<file path="src/rtl/ifm_pkg.sv">
// Shared types and default sizing for the IFM sparsemap walkers.
// Pure declarations, no latency.
// No flow control; consumers size their ports from these values.
`ifndef PREFIX_SUM_SIZE
`define PREFIX_SUM_SIZE 8
`endif
`ifndef MEM_SIZE
`define MEM_SIZE 64
`endif

package ifm_pkg;

    // Build-time defaults, overridable through the compile-time macros above
    localparam int PSUM_SIZE_DEF = `PREFIX_SUM_SIZE;
    localparam int MEM_SIZE_DEF  = `MEM_SIZE;
    localparam int SMAP_NUM_DEF  = MEM_SIZE_DEF / PSUM_SIZE_DEF;

    // Index width that stays legal (>=1 bit) even for a single-entry range
    function automatic int idx_w(input int n);
        return (n > 1) ? $clog2(n) : 1;
    endfunction

    // Default widths of word index, match index and accepted-match count
    localparam int WORD_IDX_W  = idx_w(SMAP_NUM_DEF);
    localparam int MATCH_IDX_W = idx_w(PSUM_SIZE_DEF);
    localparam int CNT_W       = $clog2(MEM_SIZE_DEF) + 1;

    typedef enum logic [1:0] {
        IDLE = 2'd0,
        LOAD = 2'd1,
        SCAN = 2'd2,
        DONE = 2'd3
    } state_t;

endpackage

</file>
<file path="src/rtl/ifm_lsb_pri_enc.sv">
// Lowest-set-bit priority encoder over one sparsemap word.
// Purely combinational, zero latency.
// No backpressure; o_any=0 means the index is meaningless (driven 0).
module ifm_lsb_pri_enc #(
    parameter  int WIDTH = 8,
    localparam int IW    = (WIDTH > 1) ? $clog2(WIDTH) : 1
) (
    input  logic [WIDTH-1:0] i_word,
    output logic [IW-1:0]    o_idx,
    output logic             o_any
);

    // Scan from MSB down so the last hit written is the lowest set bit
    always_comb begin
        o_idx = '0;
        o_any = 1'b0;
        for (int i = WIDTH - 1; i >= 0; i--) begin
            if (i_word[i]) begin
                o_idx = IW'(i);
                o_any = 1'b1;
            end
        end
    end

endmodule

</file>
<file path="src/rtl/ifm_sparsemap_walker.sv">
// Walks every sparsemap word of an IFM chunk, one match index per set bit.
// First match valid 2 cycles after start_i; end/valid combinational in SCAN.
// match_ready_i low holds index and mask; the walk simply stalls.
module ifm_sparsemap_walker
    import ifm_pkg::*;
#(
    parameter  int PREFIX_SUM_SIZE = PSUM_SIZE_DEF,
    parameter  int MEM_SIZE        = MEM_SIZE_DEF,
    localparam int SPARSEMAP_NUM   = MEM_SIZE / PREFIX_SUM_SIZE,
    localparam int AW              = idx_w(SPARSEMAP_NUM),
    localparam int IW              = idx_w(PREFIX_SUM_SIZE),
    localparam int CW              = $clog2(MEM_SIZE) + 1
) (
    input  logic                       clk_i,
    input  logic                       rst_i,
    input  logic                       start_i,
    input  logic                       abort_i,
    input  logic [AW-1:0]              rd_sparsemap_last_i,
    input  logic [PREFIX_SUM_SIZE-1:0] rd_sparsemap_i,
    output logic [AW-1:0]              rd_sparsemap_addr_o,
    output logic                       chunk_start_o,
    output logic [IW-1:0]              pri_enc_match_addr_o,
    output logic                       match_valid_o,
    input  logic                       match_ready_i,
    output logic                       pri_enc_end_o,
    output logic                       busy_o,
    output logic                       done_o,
    output logic [CW-1:0]              nz_count_o
);

    localparam logic [AW-1:0]              ADDR_ONE = AW'(1);
    localparam logic [PREFIX_SUM_SIZE-1:0] MASK_ONE = PREFIX_SUM_SIZE'(1);
    localparam logic [CW-1:0]              NZ_ONE   = CW'(1);
    localparam logic [CW-1:0]              NZ_MAX   = CW'(MEM_SIZE);

    state_t                     r_state;
    logic [AW-1:0]              r_addr;
    logic [PREFIX_SUM_SIZE-1:0] r_mask;
    logic [CW-1:0]              r_nz;

    logic [IW-1:0]              w_idx;
    logic                       w_any;
    logic [PREFIX_SUM_SIZE-1:0] w_mask_clr;
    logic                       w_in_scan;
    logic                       w_accept;
    logic                       w_last_word;

    ifm_lsb_pri_enc #(
        .WIDTH (PREFIX_SUM_SIZE)
    ) u_pri_enc (
        .i_word (r_mask),
        .o_idx  (w_idx),
        .o_any  (w_any)
    );

    // Abort kills the scan cycle outright, so no handshake or end can slip through
    assign w_in_scan   = (r_state == SCAN) && !abort_i;
    assign w_mask_clr  = r_mask & (r_mask - MASK_ONE);
    assign w_accept    = match_valid_o && match_ready_i;
    assign w_last_word = (r_addr == rd_sparsemap_last_i);

    // End fires on an empty word, or together with acceptance of the last set bit
    assign match_valid_o        = w_in_scan && w_any;
    assign pri_enc_end_o        = w_in_scan && (!w_any || (w_accept && (w_mask_clr == '0)));
    assign pri_enc_match_addr_o = w_idx;

    // Mealy start pulse; gated by reset so a held start_i cannot leak through
    assign chunk_start_o        = !rst_i && (r_state == IDLE) && start_i && !abort_i;
    assign done_o               = (r_state == DONE) && !abort_i;
    assign busy_o               = (r_state != IDLE);
    assign rd_sparsemap_addr_o  = r_addr;
    assign nz_count_o           = r_nz;

    // Walk sequencer: word address, remaining-bit mask and accepted-match count
    always_ff @(posedge clk_i or posedge rst_i) begin
        if (rst_i) begin
            r_state <= IDLE;
            r_addr  <= '0;
            r_mask  <= '0;
            r_nz    <= '0;
        end else if (abort_i) begin
            r_state <= IDLE;
            r_addr  <= '0;
            r_mask  <= '0;
        end else begin
            unique case (r_state)
                IDLE: begin
                    if (start_i) begin
                        r_state <= LOAD;
                        r_addr  <= '0;
                        r_nz    <= '0;
                    end
                end
                LOAD: begin
                    r_mask  <= rd_sparsemap_i;
                    r_state <= SCAN;
                end
                SCAN: begin
                    if (w_accept) begin
                        r_mask <= w_mask_clr;
                        if (r_nz != NZ_MAX) begin
                            r_nz <= r_nz + NZ_ONE;
                        end
                    end
                    // Address only moves after the end cycle so the datapath sees it stable
                    if (pri_enc_end_o) begin
                        if (w_last_word) begin
                            r_addr  <= '0;
                            r_state <= DONE;
                        end else begin
                            r_addr  <= r_addr + ADDR_ONE;
                            r_state <= LOAD;
                        end
                    end
                end
                DONE: begin
                    r_state <= IDLE;
                end
                default: begin
                    r_state <= IDLE;
                end
            endcase
        end
    end

endmodule

</file>
<file path="config.mk">
export PLATFORM = sky130hd
export DESIGN_NAME = ifm_sparsemap_walker
export DESIGN_NICKNAME = d
export VERILOG_FILES = /design/src/rtl/ifm_pkg.sv /design/src/rtl/ifm_lsb_pri_enc.sv /design/src/rtl/ifm_sparsemap_walker.sv
export SDC_FILE = /design/constraint.sdc
export NUM_CORES = 1
export LEC_CHECK = 0
export CORE_MARGIN = 2
export CORE_UTILIZATION = 35
export DETAILED_ROUTE_END_ITERATION = 8
export PLACE_DENSITY_LB_ADDON = 0.1
export SYNTH_ARGS = -nofsm -noshare
export SYNTH_HDL_FRONTEND = slang
export SYNTH_HIERARCHICAL = 1
export SYNTH_SLANG_ARGS = --single-unit
</file>
<file path="constraint.sdc">
create_clock -name clk_i -period 4.8 [get_ports clk_i]
set_clock_uncertainty 0.15 [all_clocks]
set_input_delay 0.96 -clock clk_i [delete_from_list [all_inputs] [get_ports clk_i]]
set_output_delay 0.96 -clock clk_i [all_outputs]
set_load 0.03 [all_outputs]
</file>
==> results.md, run 1 <==
- Crit path buf inv count: 3
- Via count: 1225
- First-pass GRT wire length: 5402 um
- Avg WL per Cell: around 14 um
- Syn_area_per_cell: 8.937 sq um
- Critical Path Start: abort_i
- Root buf cell: clkbuf_8
- VDD IR max: 0.08849 mV
- Synth Cell Area: between 1000 and 1500 sq um
- Die Y: 65.27 um
- N_diodes: 0
- Max_cap viols: 0
- FF-to-FF Start: r_mask[4]
- Antenna Nets Post-Route: 0
- Register area share after synthesis: 0.3810
- # rows: 22
- Crit path required time: about 3700 ps
- Yosys warnings: 6
- Pwr Density: between 200 and 250 nW/um^2
- Post-synth top area cell: dfrtp_1
- Post-route minimum period: 4037 ps
- CTS buffer count: 3
- RSZ-0062 raised after global routing: no
- Largest cells by area after synthesis: dfrtp_1, nor2_1, xor2_1, nand2_1, ha_1
- DP HPWL: roughly 2400 um
- M1 WL: roughly 1600 um
- Max Slew Vio Count: 0
- R2R depth: 8
- Resized cells post-CTS: 0
- Bufs on Longest Clock Path: 2
- Die Wd: about 65 um
- Final wirelength: around 3300 um
- CTS tree: yes
- Number of global-route vias before repair: 1126
- WP data arrival: approximately 3000 ps
- Critical path's slowest cell: clkdlybuf4s50_1
- Largest net degree at the start of global routing: 21
- Slew HR: 0.4263
- Status: finished, final reports clean
- Residual DRC: 0
- Capture point of the worst reg-to-reg path: rd_sparsemap_addr_o[1]
- Met3 Wirelength: 167 um
- Mapped Cells: 147
- Critical Path Source Type: primary input
- WL met2: around 1500 um
- Core area: 3633 sq um
- Net count after synthesis: between 150 and 200
- Yosys top cell area share: 0.3810
- Reg clk slew, reported paths: about 70 ps
- HP Class: reg -> reg
- Final GP Congestion: ~0.82
- GRT Overall Usage: 0.1623
- Setup bufs post-CTS: 0
- Cts hold-fix bufs: 0
- Crit path to: pri_enc_end_o
- H-tree levels: 1
- Highest routed layer: met4
- Initial Util: 0.3616
- Worst-Margin Slew: between 800 and 900 ps
- Number of flops mapped to enable cells by yosys: 0
- First DRT Iteration DRCs: 65
- Finished Core Util: 0.4756
- Synth cell types: between 40 and 50
- Leakage: just over 0.7 nW
- Final net count: just under 200
- Overflow after GRT: 0
- CP top delay family: buffers and inverters
- Initial antenna violation count: 0
- IO buf count: 33
- Synth Register Bits: 20
- Post-synth ARST share: 1.000
- Slowest stage delay, CP: approximately 440 ps
- Die ar.: ~4300 sq um
- CP Max Fanout: 11
- Layout cells sized above 1: 0.06742
- CP Cell Sequence: clkdlybuf4s50_1, nor4bb_1, buf_4, and2_1, o211ai_2, a21oi_1, buf_4
- WP depth: 7
- Worst path most repeated cell: buf_4
- Endpoint class of the critical path: primary output
- DR vias/cell: approximately 5.4
- Synthesis-to-layout area growth: 31.52%
- Critical path class: in -> out
- Final Hold Fails: 0
- Achievable Freq: approximately 250 MHz
- Worst-skew pair later-pin latency: ~250 ps
- Worst reg-to-reg setup slack: a little under 2000 ps
- Sum of negative setup slack: 0 ps
- Post-route clock period utilization: 0.8411
- Pre-antenna DRT Iters: 4
- Synth Flop Type: dfrtp_1
- Io pins: 34
- # setup viols final: 0
- Clock Sinks: 20
[worst reg2reg max path: stages (launching register included)]
cell      delay, ps
dfrtp_1         580
nor4_1          110
nand2_1         150
nor4bb_1        290
buf_4           210
and2_1          390
o211ai_2        250
a21oi_2         240
mux2_1          340
[cell type report]
cell class                 instances  area [sq um]
clock buffer                       3         41.29
fill                             373          1906
inverter                           6         22.52
multi-input combinational        114         760.7
sequential                        20         500.5
tap                               48         60.06
timing repair buffer              35         342.8
[registers in the layout, indices dropped and copies added (netlist names)]
register	flops
nz_count_o	7
rd_sparsemap_addr_o	3
r_state	2
r_mask	8
[stage by stage]
| stage | setup slack, ps | power (W) | instance area (sq um) | cells | hold slack, ps |
|---|---|---|---|---|---|
| after floorplan | 1121 | 0.0002759 | 1314 | 147 | 450.6 |
| after global placement | 840.4 | 0.0003217 | 1687 | 223 | 403.4 |
| after detailed placement | 779.3 | 0.0003233 | 1687 | 223 | 414.3 |
| after CTS | 768.2 | 0.0004362 | 1728 | 226 | 437.7 |
| after global routing | 617.5 | 0.0004566 | 1728 | 226 | 464.3 |
| final | 762.7 | 0.0004308 | 1728 | 226 | 427.5 |
[worst min-delay path by stage]
| stage | from | endpoint | slack [ps] | depth (start not counted) |
|---|---|---|---|---|
| final | nz_count_o[6] | nz_count_o[6] | 430 | 2 |
| after global routing | rd_sparsemap_addr_o[1] | rd_sparsemap_addr_o[1] | 460 | 1 |
| after CTS | nz_count_o[6] | nz_count_o[6] | 440 | 2 |
| after detailed placement | rd_sparsemap_addr_o[2] | rd_sparsemap_addr_o[2] | 410 | 2 |
| after global placement | rd_sparsemap_addr_o[2] | rd_sparsemap_addr_o[2] | 400 | 2 |
| after floorplan | r_mask[3] | r_mask[3] | 450 | 2 |
[cell usage in the layout, fill, tap and decap left out, types with 3 or more instances in the layout]
cell type	n
buf_4	3
o21ai_1	4
ha_1	3
a22oi_1	3
nand2_1	12
nor2b_1	4
clkdlybuf4s50_1	32
o31ai_1	3
o22ai_1	6
nor2_1	21
a22o_1	3
inv_1	6
nand4_1	4
dfrtp_1	20
a21oi_1	6
clkbuf_8	3
nand3_1	3
xor2_1	8
[power by group]
group          total, W  switching (W)  internal (W)
Sequential     0.000194      0.0000183      0.000176
Clock          0.000111      0.0000548     0.0000559
Combinational  0.000126      0.0000677     0.0000586
Total          0.000431       0.000141      0.000290
[cell usage after synthesis, drive strengths merged, types with 3 or more instances]
cell type,number
inv,6
a22o,3
o31ai,3
o21ai,6
nand2,12
buf,3
nor4,3
o22ai,6
clkbuf,4
nand4,4
a21oi,7
nor2,21
a22oi,3
nand3,3
nor2b,4
ha,3
xor2,8
dfrtp,20
[kinds of logic after synthesis]
family / count (synthesis) / share of synthesized area
AOI/OAI and AO/OA: 40 / 0.2372
xor gates and xnor gates: 8 / 0.05334
adders and majority gates: 4 / 0.03619
buffers and inverters: 13 / 0.03999
DFF: 20 / 0.3810
muxes: 2 / 0.01714
and+or+nand+nor: 60 / 0.2352
[metal layers]
metal	global-route usage	vias to the layer above
li1	-	607
met1	0.2299	573
met2	0.2500	41
met3	0.02740	4
met4	0.05469	0
met5	0	-
Power figures use the tool's default switching activity.
==> run 2: changes to the inputs <==
==> constraint.sdc (replaced) <==
create_clock -name clk_i -period 3.7 [get_ports clk_i]
set_clock_uncertainty 0.15 [all_clocks]
set_input_delay 0.74 -clock clk_i [delete_from_list [all_inputs] [get_ports clk_i]]
set_output_delay 0.74 -clock clk_i [all_outputs]
set_load 0.03 [all_outputs]
==> run 2 against run 1 <==
Compared with the run above: highest routed layer unchanged; worst setup slack got worse by 280 ps; cell area rose by 1.1%; global-route usage is 0.24 points higher; sequential power grew 30%; total power rose by 35%; largest cell class unchanged.
==> results.md, run 2 (synthesized netlist as in run 1, its figures left out) <==
- Io pins: 34
- Critical Path Start: abort_i
- Die Wd: 65.27 um
- Switching Share: 0.3132
- Initial Util: 0.3616
- Residual DRC: 0
- Via count: about 1.2k
- Commonest non-fill, non-tap cell in the layout: clkdlybuf4s50_1
- Post-Layout Inst Area: 1747 sq um
- Bufs on Longest Clock Path: 2
- # rows: 22
- Slowest stage delay, CP: ~670 ps
- Max_cap viols: 0
- Critical Path Source Type: primary input
- Worst-skew pair later-pin latency: 260 ps
- First DRT Iteration DRCs: 48
- Final net count: 200
- Max Slew Vio Count: 0
- CTS buffer count: 3
- Critical path class: in -> out
- HP Class: reg -> reg
- Core area: 3633 sq um
- Reg with most FFs: r_mask
- Final wirelength: 3181 um
- # placed instances: 224
- Number of global-route vias before repair: between 1k and 1.5k
- CP Max Fanout: 4
- Hold Path Depth: 1
- Achievable Freq: roughly 310 MHz
- RSZ-0062 raised after global routing: no
- VDD IR max: slightly below 0.2 mV
- Sum of negative setup slack: 0 ps
- Fillers: roughly 390
- R2R depth: 5
- Synthesis-to-layout area growth: 32.95%
- DP HPWL: ~2400 um
- Worst Hold Path EP: rd_sparsemap_addr_o[1]
- Antenna Nets Post-Route: 0
- Flop pwr share: 0.434
- CTS tree: yes
- FF-to-FF Start: r_mask[2]
- Worst-Margin Slew: about 830 ps
- Placed Area: 1692 sq um
- Clock power share: 0.287
- Largest net degree at the start of global routing: 21
- Final GP Congestion: between 0.8 and 0.9
- Worst Slack Setup Final: 484.5 ps
- # setup viols final: 0
- Layout cells sized above 1: 0.08333
- Worst reg-to-reg setup slack: approximately 1200 ps
- Leakage: approximately 0.73 nW
- Final Hold Fails: 0
- First-pass GRT wire length: 5485 um
- Pwr Density: between 300 and 400 nW/um^2
- Endpoint class of the critical path: primary output
- Status: finished, final reports clean
- Setup bufs post-CTS: 0
- Overflow after GRT: 0
- Reg clk slew, reported paths: 70 ps
- Root buf cell: clkbuf_8
- Max reg flops: 8
- Pre-antenna DRT Iters: 4
- Initial antenna violation count: 0
- Critical path's slowest cell: clkdlybuf4s50_1
- Finished Layout Cells: ~230
- H-tree levels: 1
- Comb power frac: 0.280
- Die Y: ~65 um
- Pint: 0.0003985 W
- Die ar.: ~4300 sq um
- Capture point of the worst reg-to-reg path: rd_sparsemap_addr_o[0]
- Post-route clock period utilization: 0.8691
- Slew HR: 0.4391
- Switch Pwr: about 0.00018 W
- Clock Sinks: 20
- GRT Overall Usage: 0.1646
- IO buf count: 33
- N_diodes: 0
- WP data arrival: around 2300 ps
- CP Cell Sequence: clkdlybuf4s50_1, nor2_1, nand3b_1, nor2_1, clkdlybuf4s50_1
- Dpl ws: 479.8 ps
- Resized cells post-CTS: 0
- Min-delay src: rd_sparsemap_addr_o[1]
- Avg WL per Cell: roughly 14 um
- Post-route minimum period: approximately 3200 ps
- DR vias/cell: between 5 and 6
- Cts hold-fix bufs: 0
- Commonest non-fill, non-tap cells in the layout: clkdlybuf4s50_1, nor2_1, dfrtp_1, nand2_1, xor2_1
- Crit path required time: ~2800 ps
-- run 2: changes by cell type in the layout (fill, tap and decap cells not counted) --
cell,previous run,this run
clkdlybuf4s50_1,32,31
clkbuf_8,3,4
buf_4,3,5
-- run 2: metrics by stage --
stage          total power, W  hold slack [ps]    util
2_1_floorplan       0.0003579            450.6       -
3_3_place_gp        0.0004164            401.0  0.4656
3_5_place_dp        0.0004185            414.0  0.4656
4_1_cts             0.0005904            432.4  0.4807
5_1_grt             0.0006194            466.3  0.4807
6_report            0.0005803            428.8  0.4807
-- run 2: how the worst max path moves through the flow --
stage,cells after the start,end,slack (ps)
2_1_floorplan,5,pri_enc_end_o,460
3_3_place_gp,5,chunk_start_o,510
3_5_place_dp,5,chunk_start_o,480
4_1_cts,5,chunk_start_o,480
5_1_grt,6,pri_enc_end_o,320
6_report,5,chunk_start_o,480
-- run 2: final cells by class --
cell class                 count  area [sq um]  share of cell area
multi-input combinational    114         760.7              0.4355
sequential                    20         500.5              0.2865
clock buffer                   4         55.05             0.03152
inverter                       6         22.52             0.01289
timing repair buffer          36         347.8              0.1991
tap                           48         60.06             0.03438
-- run 2: power by group through the flow --
stage	Combinational [W]	Sequential [W]	Clock, W
final	0.000162	0.000252	0.000166
after global routing	0.000178	0.000255	0.000187
after CTS	0.000164	0.000251	0.000175
after detailed placement	0.000163	0.000256	0
after global placement	0.000162	0.000255	0
after floorplan	0.000107	0.000251	0
-- run 2: critical path: cells and delay by family --
family                 cells  cell delay (ps)
buffers and inverters      2             1130
AND/OR/NAND/NOR            3              460
-- run 2: layer usage --
layer / track usage / wire (um)
met5: 0 / 0
met4: 0.04688 / 8
met3: 0.02568 / 152
met2: 0.2589 / 1499
met1: 0.2338 / 1521
